===== src/rtl/fetch_pkg.sv =====
// fetch_pkg: shared state encoding, halt opcode and instruction field positions
package fetch_pkg;
    typedef enum logic [2:0] {IDLE, ISSUE, DRAIN, VALID, HALT} state_t;
    localparam logic [5:0] HALT_OP_DEF = 6'h3F;
    localparam int OP_MSB  = 31;
    localparam int OP_LSB  = 26;
    localparam int RS_MSB  = 25;
    localparam int RS_LSB  = 21;
    localparam int RT_MSB  = 20;
    localparam int RT_LSB  = 16;
    localparam int RD_MSB  = 15;
    localparam int RD_LSB  = 11;
    localparam int IMM_MSB = 15;
    localparam int IMM_LSB = 0;
endpackage


===== src/rtl/instr_fetch_seq_if.sv =====
// instr_fetch_seq_if: byte memory read bus plus instruction handoff to decode
//   master = fetch side (drives reads and the instruction), slave = memory/decode side
interface instr_fetch_seq_if #(parameter int ADDR_W = 7);
    logic              mem_rd_en;
    logic [ADDR_W-1:0] mem_addr;
    logic [7:0]        mem_rdata;
    logic              inst_valid;
    logic              inst_ready;
    logic [31:0]       inst_pc;
    logic [31:0]       instr;
    logic [5:0]        op;
    logic [4:0]        rs;
    logic [4:0]        rt;
    logic [4:0]        rd;
    logic [15:0]       immediate;
    modport master (
        output mem_rd_en, mem_addr, inst_valid, inst_pc, instr, op, rs, rt, rd, immediate,
        input  mem_rdata, inst_ready
    );
    modport slave (
        input  mem_rd_en, mem_addr, inst_valid, inst_pc, instr, op, rs, rt, rd, immediate,
        output mem_rdata, inst_ready
    );
endinterface


===== src/rtl/instr_word_assembler.sv =====
// instr_word_assembler: captures bytes big-endian into a word and splits its fields
//   cap_en/cap_idx/rdata: byte capture strobe, slot (0 = bits 31:24) and data
//   word/op/rs/rt/rd/immediate: last completed word and its fields
module instr_word_assembler
    import fetch_pkg::*;
(
    input  logic        clk,
    input  logic        rst_n,
    input  logic        cap_en,
    input  logic [1:0]  cap_idx,
    input  logic [7:0]  rdata,
    output logic [31:0] word,
    output logic [5:0]  op,
    output logic [4:0]  rs,
    output logic [4:0]  rt,
    output logic [4:0]  rd,
    output logic [15:0] immediate
);
    logic [31:0] asm_q;
    logic [31:0] asm_d;
    logic [4:0]  sh;
    always_comb begin
        // ~cap_idx equals 3 - cap_idx, so slot 0 lands in the top byte
        sh    = {~cap_idx, 3'b000};
        asm_d = (asm_q & ~(32'hFF << sh)) | (32'(rdata) << sh);
    end
    always_ff @(posedge clk or negedge rst_n) begin
        if (!rst_n) begin
            asm_q <= '0;
            word  <= '0;
        end else if (cap_en) begin
            asm_q <= asm_d;
            if (cap_idx == 2'd3) word <= asm_d;
        end
    end
    assign op        = word[OP_MSB:OP_LSB];
    assign rs        = word[RS_MSB:RS_LSB];
    assign rt        = word[RT_MSB:RT_LSB];
    assign rd        = word[RD_MSB:RD_LSB];
    assign immediate = word[IMM_MSB:IMM_LSB];
endmodule


===== src/rtl/instr_fetch_seq.sv =====
// instr_fetch_seq: PC owner issuing four byte reads per instruction and handing words to decode
//   run: start/continue fetching; redirect_valid/redirect_pc: branch/jump target
//   halted: parked on the halt opcode; busy: reads in progress; bus: memory + decode handshake
module instr_fetch_seq
    import fetch_pkg::*;
#(
    parameter int          ADDR_W   = 7,
    parameter logic [31:0] RESET_PC = 32'h0,
    parameter logic [5:0]  HALT_OP  = HALT_OP_DEF
) (
    input  logic        clk,
    input  logic        rst_n,
    input  logic        run,
    input  logic        redirect_valid,
    input  logic [31:0] redirect_pc,
    output logic        halted,
    output logic        busy,
    instr_fetch_seq_if.master bus
);
    state_t      state, nxt;
    logic [31:0] pc, pc_nxt, word;
    logic [1:0]  issue_idx, idx_nxt, cap_idx;
    logic        rd_pend;
    logic [5:0]  op;
    always_comb begin
        nxt     = state;
        pc_nxt  = pc;
        idx_nxt = issue_idx;
        if (redirect_valid) begin
            pc_nxt  = redirect_pc & ~32'h3;
            nxt     = run ? ISSUE : IDLE;
            idx_nxt = '0;
        end else begin
            case (state)
                IDLE: begin
                    nxt     = run ? ISSUE : IDLE;
                    idx_nxt = '0;
                end
                ISSUE: begin
                    idx_nxt = issue_idx + 2'd1;
                    nxt     = (issue_idx == 2'd3) ? DRAIN : ISSUE;
                end
                DRAIN: nxt = VALID;
                VALID: if (bus.inst_ready) begin
                    pc_nxt  = pc + 32'd4;
                    nxt     = (op == HALT_OP) ? HALT : (run ? ISSUE : IDLE);
                    idx_nxt = '0;
                end
                default: nxt = state;
            endcase
        end
    end
    always_ff @(posedge clk or negedge rst_n) begin
        if (!rst_n) begin
            state     <= IDLE;
            pc        <= RESET_PC;
            issue_idx <= '0;
            cap_idx   <= '0;
            rd_pend   <= 1'b0;
        end else begin
            state     <= nxt;
            pc        <= pc_nxt;
            issue_idx <= idx_nxt;
            // a redirect cancels the read issued this cycle so its byte is never captured
            rd_pend   <= (state == ISSUE) && !redirect_valid;
            cap_idx   <= redirect_valid ? 2'd0 : (rd_pend ? cap_idx + 2'd1 : cap_idx);
        end
    end
    instr_word_assembler u_asm (
        .clk       (clk),
        .rst_n     (rst_n),
        .cap_en    (rd_pend),
        .cap_idx   (cap_idx),
        .rdata     (bus.mem_rdata),
        .word      (word),
        .op        (op),
        .rs        (bus.rs),
        .rt        (bus.rt),
        .rd        (bus.rd),
        .immediate (bus.immediate)
    );
    assign bus.op         = op;
    assign bus.instr      = word;
    assign bus.mem_rd_en  = (state == ISSUE);
    assign bus.mem_addr   = (state == ISSUE) ? pc[ADDR_W-1:0] + ADDR_W'(issue_idx) : '0;
    assign bus.inst_valid = (state == VALID);
    assign bus.inst_pc    = (state == VALID) ? pc : '0;
    assign halted         = (state == HALT);
    assign busy           = (state == ISSUE) || (state == DRAIN);
endmodule


===== src/flat_wrapper.sv =====
// flat-port wrapper written by rule: the top's interface ports become plain ports
module instr_fetch_seq_flat import fetch_pkg::*;
#(
    parameter int          ADDR_W   = 7,
    parameter logic [31:0] RESET_PC = 32'h0,
    parameter logic [5:0]  HALT_OP  = HALT_OP_DEF
)
  (clk, rst_n, run, redirect_valid, redirect_pc, halted, busy, bus_mem_rd_en, bus_mem_addr, bus_inst_valid, bus_inst_pc, bus_instr, bus_op, bus_rs, bus_rt, bus_rd, bus_immediate, bus_mem_rdata, bus_inst_ready);
  instr_fetch_seq_if #(.ADDR_W(ADDR_W)) bus_i ();
  input  logic clk;
  input  logic rst_n;
  input  logic run;
  input  logic redirect_valid;
  input  logic [31:0] redirect_pc;
  output logic halted;
  output logic busy;
  output wire logic [$bits(bus_i.mem_rd_en)-1:0] bus_mem_rd_en;
  output wire logic [$bits(bus_i.mem_addr)-1:0] bus_mem_addr;
  output wire logic [$bits(bus_i.inst_valid)-1:0] bus_inst_valid;
  output wire logic [$bits(bus_i.inst_pc)-1:0] bus_inst_pc;
  output wire logic [$bits(bus_i.instr)-1:0] bus_instr;
  output wire logic [$bits(bus_i.op)-1:0] bus_op;
  output wire logic [$bits(bus_i.rs)-1:0] bus_rs;
  output wire logic [$bits(bus_i.rt)-1:0] bus_rt;
  output wire logic [$bits(bus_i.rd)-1:0] bus_rd;
  output wire logic [$bits(bus_i.immediate)-1:0] bus_immediate;
  input wire logic [$bits(bus_i.mem_rdata)-1:0] bus_mem_rdata;
  input wire logic [$bits(bus_i.inst_ready)-1:0] bus_inst_ready;
  assign bus_mem_rd_en = bus_i.mem_rd_en;
  assign bus_mem_addr = bus_i.mem_addr;
  assign bus_inst_valid = bus_i.inst_valid;
  assign bus_inst_pc = bus_i.inst_pc;
  assign bus_instr = bus_i.instr;
  assign bus_op = bus_i.op;
  assign bus_rs = bus_i.rs;
  assign bus_rt = bus_i.rt;
  assign bus_rd = bus_i.rd;
  assign bus_immediate = bus_i.immediate;
  assign bus_i.mem_rdata = bus_mem_rdata;
  assign bus_i.inst_ready = bus_inst_ready;
  instr_fetch_seq #(.ADDR_W(ADDR_W), .RESET_PC(RESET_PC), .HALT_OP(HALT_OP)) u_core (.clk(clk), .rst_n(rst_n), .run(run), .redirect_valid(redirect_valid), .redirect_pc(redirect_pc), .halted(halted), .busy(busy), .bus(bus_i));
endmodule

===== config.mk =====
export PLATFORM = sky130hd
export DESIGN_NAME = instr_fetch_seq_flat
export DESIGN_NICKNAME = d
export VERILOG_FILES = /design/src/rtl/fetch_pkg.sv /design/src/rtl/instr_fetch_seq_if.sv /design/src/rtl/instr_word_assembler.sv /design/src/rtl/instr_fetch_seq.sv /design/src/flat_wrapper.sv
export SDC_FILE = /design/constraint.sdc
export NUM_CORES = 1
export LEC_CHECK = 0
export ABC_AREA = 1
export CAP_MARGIN = 20
export CORE_UTILIZATION = 45
export DETAILED_ROUTE_END_ITERATION = 6
export PLACE_DENSITY = 0.76
export SYNTH_ARGS = -nofsm -noshare
export SYNTH_HDL_FRONTEND = slang
export SYNTH_SLANG_ARGS = --single-unit

===== constraint.sdc =====
create_clock -name clk -period 1.94 [get_ports clk]
set_input_delay 0.388 -clock clk [delete_from_list [all_inputs] [get_ports clk]]
set_output_delay 0.388 -clock clk [all_outputs]
set_load 0.01 [all_outputs]

Yosys cells after proc, flatten, opt, wreduce, memory -nomap -nowiden
Cells that the tools add are included.
{"block": "op_classes", "bitwise": 4, "n_eq_ne": 8, "n_addsub": 4, "muxes": 16, "multipliers": 0, "order_cmp": 0, "n_reduce_logical": 13, "n_div": 0, "shift": 2}
{"cell": "two-way mux 32 bit", "count": 4}
{"cell": "adder 32 x 3 -> 32 bit, second input constant", "count": 1}
{"cell": "AND 32 bit", "count": 1}
{"cell": "inverter 32 bit", "count": 1}
{"cell": "OR 32 bit", "count": 1}
{"cell": "<< shifter 8 x 5 -> 32 bit", "count": 1}
{"cell": "<< shifter 8 x 5 -> 32 bit, first input constant", "count": 1}
{"cell": "one-hot mux 3 bit (4 select lines)", "count": 1}
{"cell": "two-way mux 2 bit", "count": 5}
{"cell": "two-way mux 3 bit", "count": 3}
{"cell": "AND reduction 2 bit", "count": 4}
{"cell": "adder 7 x 2 -> 7 bit", "count": 1}
{"cell": "two-way mux 7 bit", "count": 1}
{"cell": "== test 3 x 2 -> 1 bit, second input constant", "count": 2}
{"cell": "== test 6 bit, second input constant", "count": 1}
{"cell": "one-hot mux 2 bit (3 select lines)", "count": 1}
{"cell": "nonzero test 2 bit", "count": 3}
{"cell": "nonzero test 5 bit", "count": 1}
{"cell": "adder 2 x 1 -> 2 bit, second input constant", "count": 2}
{"cell": "== test 2 bit, second input constant", "count": 2}
{"cell": "nonzero test 4 bit", "count": 1}
{"cell": "== test 3 x 1 -> 1 bit, second input constant", "count": 1}
{"cell": "== test 3 bit, second input constant", "count": 1}
{"cell": "zero test 3 bit", "count": 1}
{"cell": "other kinds (6)", "count": 6}
{"block": "word_totals", "n_memories": 0, "mem_bits_ro": 0, "elab_cells": 54, "latchBits": 0, "mem_bits_rw": 0, "output_inout_bits": 112, "register_bits": 104, "input_bits": 45}

Longest topological paths before layout
Gate-level depths: netlist of the first run.
{"block": "logic_depth", "depth_word": 5, "ltp_mapped": 10}

Cells and area by module
A second synthesis of the first run with hierarchy kept.
{"block": "unflattened", "cells_unflattened": 855, "area_unflattened_um2": 5824.3}
{"module": "instr_word_assembler", "cells_each": 375, "area_each_um2": 2941.6, "n_inst": 1}
{"module": "instr_fetch_seq", "cells_each": 480, "area_each_um2": 2882.8, "n_inst": 1}

Worst setup path before layout of the first run
OpenSTA, ideal clock, no wires.
{"block": "synth_path", "kind": "reg-to-output", "start": "reg u_core.state[1]", "end": "out bus_mem_addr[6]", "stages_incl_launch_ff": 4, "path_slack_ns": 0.049, "path_buffers": 0, "arrival_time_ns": 1.503, "required_time_ns": 1.552, "path_cell_list": "dfrtp_1 nor3_1 inv_1 a211oi_1"}
{"block": "synth_via", "elab_chain_len": 2}
{"element": "from (decl)", "line": "instr_fetch_seq.sv:20", "rtl": "state_t state, nxt;"}
{"element": "from (signal assigned)", "line": "instr_fetch_seq.sv:61", "rtl": "state <= nxt;"}
{"element": "== test 3 x 1 -> 1 bit"}
{"element": "net bus_mem_rd_en", "line": "flat_wrapper.sv:17", "rtl": "output wire logic [$bits(bus_i.mem_rd_en)-1:0] bus_mem_rd_en;"}
{"element": "two-way mux 7 bit", "line": "instr_fetch_seq.sv:85", "rtl": "assign bus.mem_addr = (state == ISSUE) ? pc[ADDR_W-1:0] + ADDR_W'(issue_idx) : '0;"}
{"element": "to (decl)", "line": "flat_wrapper.sv:18", "rtl": "output wire logic [$bits(bus_i.mem_addr)-1:0] bus_mem_addr;"}
The timed path passes the listed nets, and every way through them passes these cells.

Worst setup path after layout of the first run
{"block": "layout_path", "start": "reg u_core.state[2]", "end": "out bus_inst_pc[27]"}
{"block": "layout_via", "elab_chain_len": 2}
{"element": "== test 3 x 2 -> 1 bit", "line": "instr_fetch_seq.sv:87", "rtl": "assign bus.inst_pc = (state == VALID) ? pc : '0;"}
{"element": "two-way mux 32 bit", "line": "instr_fetch_seq.sv:87"}
{"element": "to (decl)", "line": "flat_wrapper.sv:20", "rtl": "output wire logic [$bits(bus_i.inst_pc)-1:0] bus_inst_pc;"}
Every way passes these cells.

==> results of run 1 <==
[sequential cells by signal (all words and copies together) (netlist names)]
name / count
u_core.u_asm.word: 32
u_core.state: 3
u_core.issue_idx: 2
u_core.u_asm.asm_q: 24
u_core.pc: 30
u_core.cap_idx: 2
u_core.rd_pend: 1
[how the worst max path moves through the flow]
stage                            to                        start  cells past startpoint  slack [ns]
floorplan           bus_mem_addr[6]  u_core.state[1]$_DFFE_PN0P_                      3        0.05
global placement             halted  u_core.state[1]$_DFFE_PN0P_                      5       -0.04
detailed placement  bus_inst_pc[25]  u_core.state[1]$_DFFE_PN0P_                      7       -0.03
CTS                 bus_mem_addr[4]  u_core.state[1]$_DFFE_PN0P_                      5       0.003
global route        bus_inst_pc[27]  u_core.state[0]$_DFFE_PN0P_                      7       -0.11
finish              bus_inst_pc[27]  u_core.state[2]$_DFFE_PN0P_                      6       -0.05
[layout make-up]
| class | instances | area [um2] |
|---|---|---|
| clock buffers | 11 | 232.7 |
| clock inverters | 5 | 45.04 |
| fillers | 1101 | 4483 |
| flip-flops and latches | 94 | 2352 |
| repair buffers | 185 | 1764 |
| well taps | 168 | 210.2 |
| multi-input cells | 564 | 2690 |
| inverters | 87 | 334.1 |
[cells in the mapped netlist]
cell type / count / area (um2)
dfrtp_1: 94 / 2352
nor2_2: 1 / 6.260
or2_2: 1 / 6.260
nor2_1: 103 / 386.6
buf_1: 3 / 11.26
ha_1: 7 / 87.58
a21oi_2: 1 / 8.760
inv_1: 84 / 315.3
o21ai_2: 1 / 8.760
a211oi_1: 2 / 15.01
clkinv_1: 1 / 3.750
nand4_1: 6 / 37.54
a21oi_1: 9 / 45.04
nand2_4: 2 / 22.52
buf_6: 2 / 22.52
nor3_1: 3 / 15.01
o211ai_1: 3 / 22.52
nand2_1: 275 / 1032
o21ai_1: 2 / 10.01
nand3_1: 56 / 280.3
clkbuf_2: 1 / 5.000
a21boi_0: 1 / 7.510
a31oi_1: 1 / 6.260
nor2_4: 4 / 45.04
o21bai_1: 2 / 15.01
nand3b_1: 1 / 7.510
inv_2: 2 / 7.510
clkbuf_1: 19 / 71.32
conb_1: 1 / 3.750
buf_4: 41 / 307.8
buf_2: 7 / 35.03
o221ai_1: 1 / 8.760
a22oi_1: 1 / 7.510
o22ai_1: 18 / 112.6
xor2_1: 6 / 52.55
o21ai_0: 53 / 265.3
o21a_1: 1 / 7.510
[worst max-delay path, stage by stage (launching register included)]
cell and delay, ns:
dfrtp_1 0.41, buf_6 0.14, nor2_4 0.15, clkinv_4 0.13, clkbuf_16 0.21, nor2_2 0.08, buf_2 0.13
[stage by stage]
step / utilization [%] / setup TNS [ns]
after floorplan: - / 0
after global placement: 59.36 / -0.06483
after detailed placement: 59.36 / -0.1160
after CTS: 60.72 / 0
after global routing: 62.99 / -2.347
final: 62.99 / -0.3671
[logic make-up after synthesis]
kind of cell	share of synthesized area [%]
and+or+nand+nor	32.52
xor gates and xnor gates	0.9292
other	0.06631
adders and majority gates	1.549
AOI/OAI and AO/OA	9.558
buffers and inverters	13.78
DFF	41.59
[metal layers]
| metal | GRT usage, % | up-vias | part of all wire [%] |
|---|---|---|---|
| met5 | 0 | - | 0 |
| met4 | 10.48 | 0 | 2.2 |
| met3 | 4.129 | 28 | 7.7 |
| met2 | 37.49 | 241 | 46 |
| met1 | 32.62 | 2547 | 44 |
| li1 | - | 2767 | - |
[power by group through the flow]
stage,Combinational [mW],Clock (mW),Sequential (mW)
detailed placement,3.06,0,2.98
finish,3.08,1.68,2.95
CTS,3.05,1.70,2.95
global placement,3.01,0,2.95
global route,3.36,1.79,3.03
floorplan,1.67,0,3.04
[timing repair]
action	in CTS	in global routing
endpoints found under the setup margin	41	31
endpoints found under the hold margin	6	0
setup buffers	3	2
resized for setup	165	66
cloned	1	1
hold buffers	1	0
pin swaps	1	2
==> reports/qor.txt, run 1 <==
Initial Util - 46.69%
Num CTS Buffers - 9
Placer Congestion - 0.8963
clk root buf - clkbuf_16
post-place setup slack - -0.03179 ns
n_diodes - 0
outcome - complete, but fails checks
DP Wirelength - 10860 um
final worst slack - -0.04823 ns
Hold Path Sink - u_core.u_asm.word[9]$_DFFE_PN0P_
failing checks - setup timing
Worst-Margin Slew - 0.7783 ns
Critical Path RT - 1.55 ns
I/O Buffers - 152
clk_lat worst skew - 0.35 ns
crit path time final - 1.988 ns
Seq cells post-synth - 94
largest net degree at the start of global routing - 50
routed via count - 5583
total gr overflow - 0
Pins Over Slew Limit - 0
fin cells - 1114
peak supply drop - 0.5168 mV
WHS Path Cells - 2
Wirelength per Cell - 13.77 um
CTS max path bufs - 2
MaxCap Viol Count - 0
Syn Area/Cell - 6.931 um2
Relative slew margins - 48.05%
first-pass GRT wire length - 24210 um
max frequency - 0.5030 GHz
commonest non-fill, non-tap cell in the layout - nand2_1
Die Ht - 114.1 um
register area share after synthesis - 41.59%
CTS Sinks - 94
Area after DPL - 7189 um2
Pint - 5.054 mW
core footprint - 12110 um2
CTS tree - done
period utilization - 102.5%
setup violators final - 25
mapped cell area - 5655 um2
placed cells - 1090
Arr. time, crit path - 1.60 ns
final setup skew - 0.009453 ns
DRT antenna net count - 0
PwrDens - 1011 nW/um2
switching part of the total - 34.48%
Clk pin slew, worst setup/hold paths - 0.07 ns
Syn Inst Count - 816
drt total wl - 15340 um
commonest non-fill, non-tap cells in the layout - nand2_1 (274), clkdlybuf4s50_1 (110), dfrtp_1 (94)
htree depth - 3
Final Hold Viols - 0
crit path max fanout - 7
Synth warnings - 0
Hold/Removal Path Class - flop to flop
io pins - 157
Seq pwr share - 38.2%
DR vias/cell - 5.012
post-synth cell types - 37
number of global-route vias before repair - 5013
FF-to-FF setup slack - 0.16 ns
worst hold start - u_core.u_asm.word[9]$_DFFE_PN0P_
reg2reg end - u_core.pc[13]$_DFFE_PN0N_
Area Overhead vs Synth - 34.89%
CP Class - flop to primary output
R2R Path Start - u_core.state[2]$_DFFE_PN0P_
final instance area - 7629 um2
GRT Total Usage - 23.92%
Remaining DRCs - 0
Clk network pwr share - 21.8%
initial antenna violation count - 0
crit path launch type - flop
DRT Pass-1 Iters - 5
share of cells above drive strength 1 - 14.16%
cells on worst reg2reg path - 10
nets - 993
hold_ws - 0.5035 ns
Net Sw Power - 2.659 mW
Pleak - 3.597 nW
combinational share of power - 40.0%
die area - 13020 um2
iteration-0 DRC count of the detailed router - 355
RSZ-0062 raised after global routing - yes
row cnt - 40
PnR Total Power - 7.713 mW
CP endpoint kind - primary output
DIE WIDTH - 114.1 um
(Power assumes the default switching activity.)
==> run 2: changes to the inputs <==
- CORE_UTILIZATION: 45 -> 25
- PLACE_DENSITY: 0.76 -> unset
==> reports/qor.txt, run 2 (synthesis gave the netlist of run 1 again) <==
Relative slew margins - 49.04% (+0.98 points)
MaxCap Viol Count - 0 (unchanged)
Wirelength per Cell - 13.47 um (-2.2%)
# fillers - 2379 (+120%)
RSZ-0062 raised after global routing - yes
final instance area - 7610 um2 (-0.25%)
largest net degree at the start of global routing - 95 (+90%)
post-route setup TNS - 0 ns (+0.3671 ns)
Pins Over Slew Limit - 0 (unchanged)
io pins - 157 (unchanged)
failing checks - DRC
crit path launch type - flop
iteration-0 DRC count of the detailed router - 343 (-3.4%)
max frequency - 0.5215 GHz (+3.7%)
Pleak - 3.584 nW (-0.35%)
Num CTS Buffers - 9 (unchanged)
drt total wl - 16500 um (+7.5%)
period utilization - 98.83% (-3.7 points)
core footprint - 22030 um2 (+82%)
Top reg by flops - u_core.u_asm.word
clk_lat worst skew - 0.36 ns (about the same)
final core occ - 34.55% (-28 points)
CTS tree - done
initial antenna violation count - 0 (unchanged)
final setup skew - 0.007047 ns (-0.002406 ns)
Die Ht - 152.4 um (+34%)
Area after DPL - 7340 um2 (+2.1%)
GRT Total Usage - 14.77% (-9.1 points)
setup violators final - 0 (-100%)
DP Wirelength - 12110 um (+12%)
Remaining DRCs - 14 (+14)
Storage cell area - 2352 um2 (unchanged)
clk root buf - clkbuf_16
nets - 992 (-0.10%)
crit path max fanout - 21 (+14)
CTS Sinks - 94 (unchanged)
row cnt - 54 (+35%)
DRT Pass-1 Iters - 7 (+2)
peak supply drop - 0.4705 mV (-9.0%)
DRT antenna net count - 0 (unchanged)
cells on worst reg2reg path - 9 (-1)
area of the multi-input gates - 2631 um2 (-2.2%)
Final Hold Viols - 0 (unchanged)
commonest non-fill, non-tap cells in the layout - nand2_1 (274), clkdlybuf4s50_1 (110), dfrtp_1 (94)
# hold bufs at CTS - 0 (-1)
outcome - complete, but fails checks
htree depth - 3 (unchanged)
top flop regs - u_core.u_asm.word (32), u_core.pc (30), u_core.u_asm.asm_q (24)
I/O Buffers - 152 (unchanged)
Clk pin slew, worst setup/hold paths - 0.07 ns (about the same)
CP Class - flop to primary output
share of cells above drive strength 1 - 13.33% (-0.83 points)
Area Overhead vs Synth - 34.56%
CTS max path bufs - 2 (unchanged)
PwrDens - 1027 nW/um2 (+1.6%)
Worst-Margin Slew - 0.7636 ns (-0.01475 ns)
crit path time final - 1.917 ns (-0.07085 ns)
first-pass GRT wire length - 27460 um (+13%)
CP endpoint kind - primary output
die area - 23230 um2 (+78%)
number of global-route vias before repair - 5235 (+4.4%)
Arr. time, crit path - 1.53 ns (-0.07 ns)
total gr overflow - 0 (unchanged)
DIE WIDTH - 152.4 um (+34%)
Initial Util - 25.68% (-21 points)
Critical Path RT - 1.55 ns (about the same)
n_diodes - 0 (unchanged)
routed via count - 5367 (-3.9%)
Placer Congestion - 0.8618 (-3.8%)
Largest register FFs - 32 (unchanged)
Hold/Removal Path Class - input port to async pin
commonest non-fill, non-tap cell in the layout - nand2_1
DR vias/cell - 4.381 (-13%)
## run 2: final cells by class
class,count,share of cell area (%)
clock inverters,7,0.8714
multi-input cells,564,34.58
inverters,87,4.324
repair buffers,184,21.75
clock buffers,9,2.960
well taps,280,4.604
flip-flops and latches,94,30.91
## run 2: timing repair
action	CTS	global route
pin swaps	1	3
endpoints found under the setup margin	41	39
gates resized for setup	160	38
setup buffers	2	2
hold endpoints to repair	0	0
## run 2: worst max-delay path, cell delays in order (launching register included)
cell and delay [ns]:
dfrtp_1 0.40, buf_6 0.13, nand2_4 0.06, nor2_4 0.13, inv_4 0.06, buf_12 0.15
nor2_1 0.10, buf_2 0.13
## run 2: per-layer routing
metal  wire length [um]  global-route usage, %  share of wire (%)
met2               7851                  24.75                 48
met1               7585                  19.31                 46
met5                  0                      0                  0
met3                850                  3.185                5.2
met4                212                  3.547                1.3
## run 2: worst paths after layout
path | from | to | slack (ns)
setup / recovery | u_core.state[1]$_DFFE_PN0P_ | bus_inst_pc[19] | 0.02
hold / removal | rst_n | u_core.u_asm.word[3]$_DFFE_PN0P_ | 0.07
setup reg to reg | u_core.pc[4]$_DFFE_PN0N_ | u_core.pc[29]$_DFFE_PN0N_ | 0.26
hold reg to reg | u_core.u_asm.word[0]$_DFFE_PN0P_ | u_core.u_asm.word[0]$_DFFE_PN0P_ | 0.50
max in group asynchronous | rst_n | u_core.pc[17]$_DFFE_PN0N_ | 1.47
min in group clk | u_core.u_asm.word[0]$_DFFE_PN0P_ | u_core.u_asm.word[0]$_DFFE_PN0P_ | 0.50
## run 2: where the power goes
part / switching [mW] / total [mW] / internal (mW)
logic: 1.44 / 3.07 / 1.63
clock network: 0.885 / 1.78 / 0.900
registers: 0.422 / 2.95 / 2.53
total: 2.75 / 7.81 / 5.07
## run 2: per-stage QoR
stage | total power, mW | hold slack, ns | setup WS [ns] | cells
3_5_place_dp | 6.094 | 0.4934 | -0.1017 | 1205
4_1_cts | 7.890 | 0.1028 | -0.1048 | 1223
6_report | 7.814 | 0.06948 | 0.02263 | 1225
5_1_grt | 8.372 | 0.1039 | -0.07125 | 1225
3_3_place_gp | 6.039 | 0.4886 | -0.08471 | 1205
2_1_floorplan | 4.708 | 0.09241 | 0.04885 | 818
==> run 3: changes to the inputs <==
- CTS_CLUSTER_DIAMETER: unset -> 40
==> results of run 3 <==
The final DEF is identical to that of run 2; final timing and power are the same.
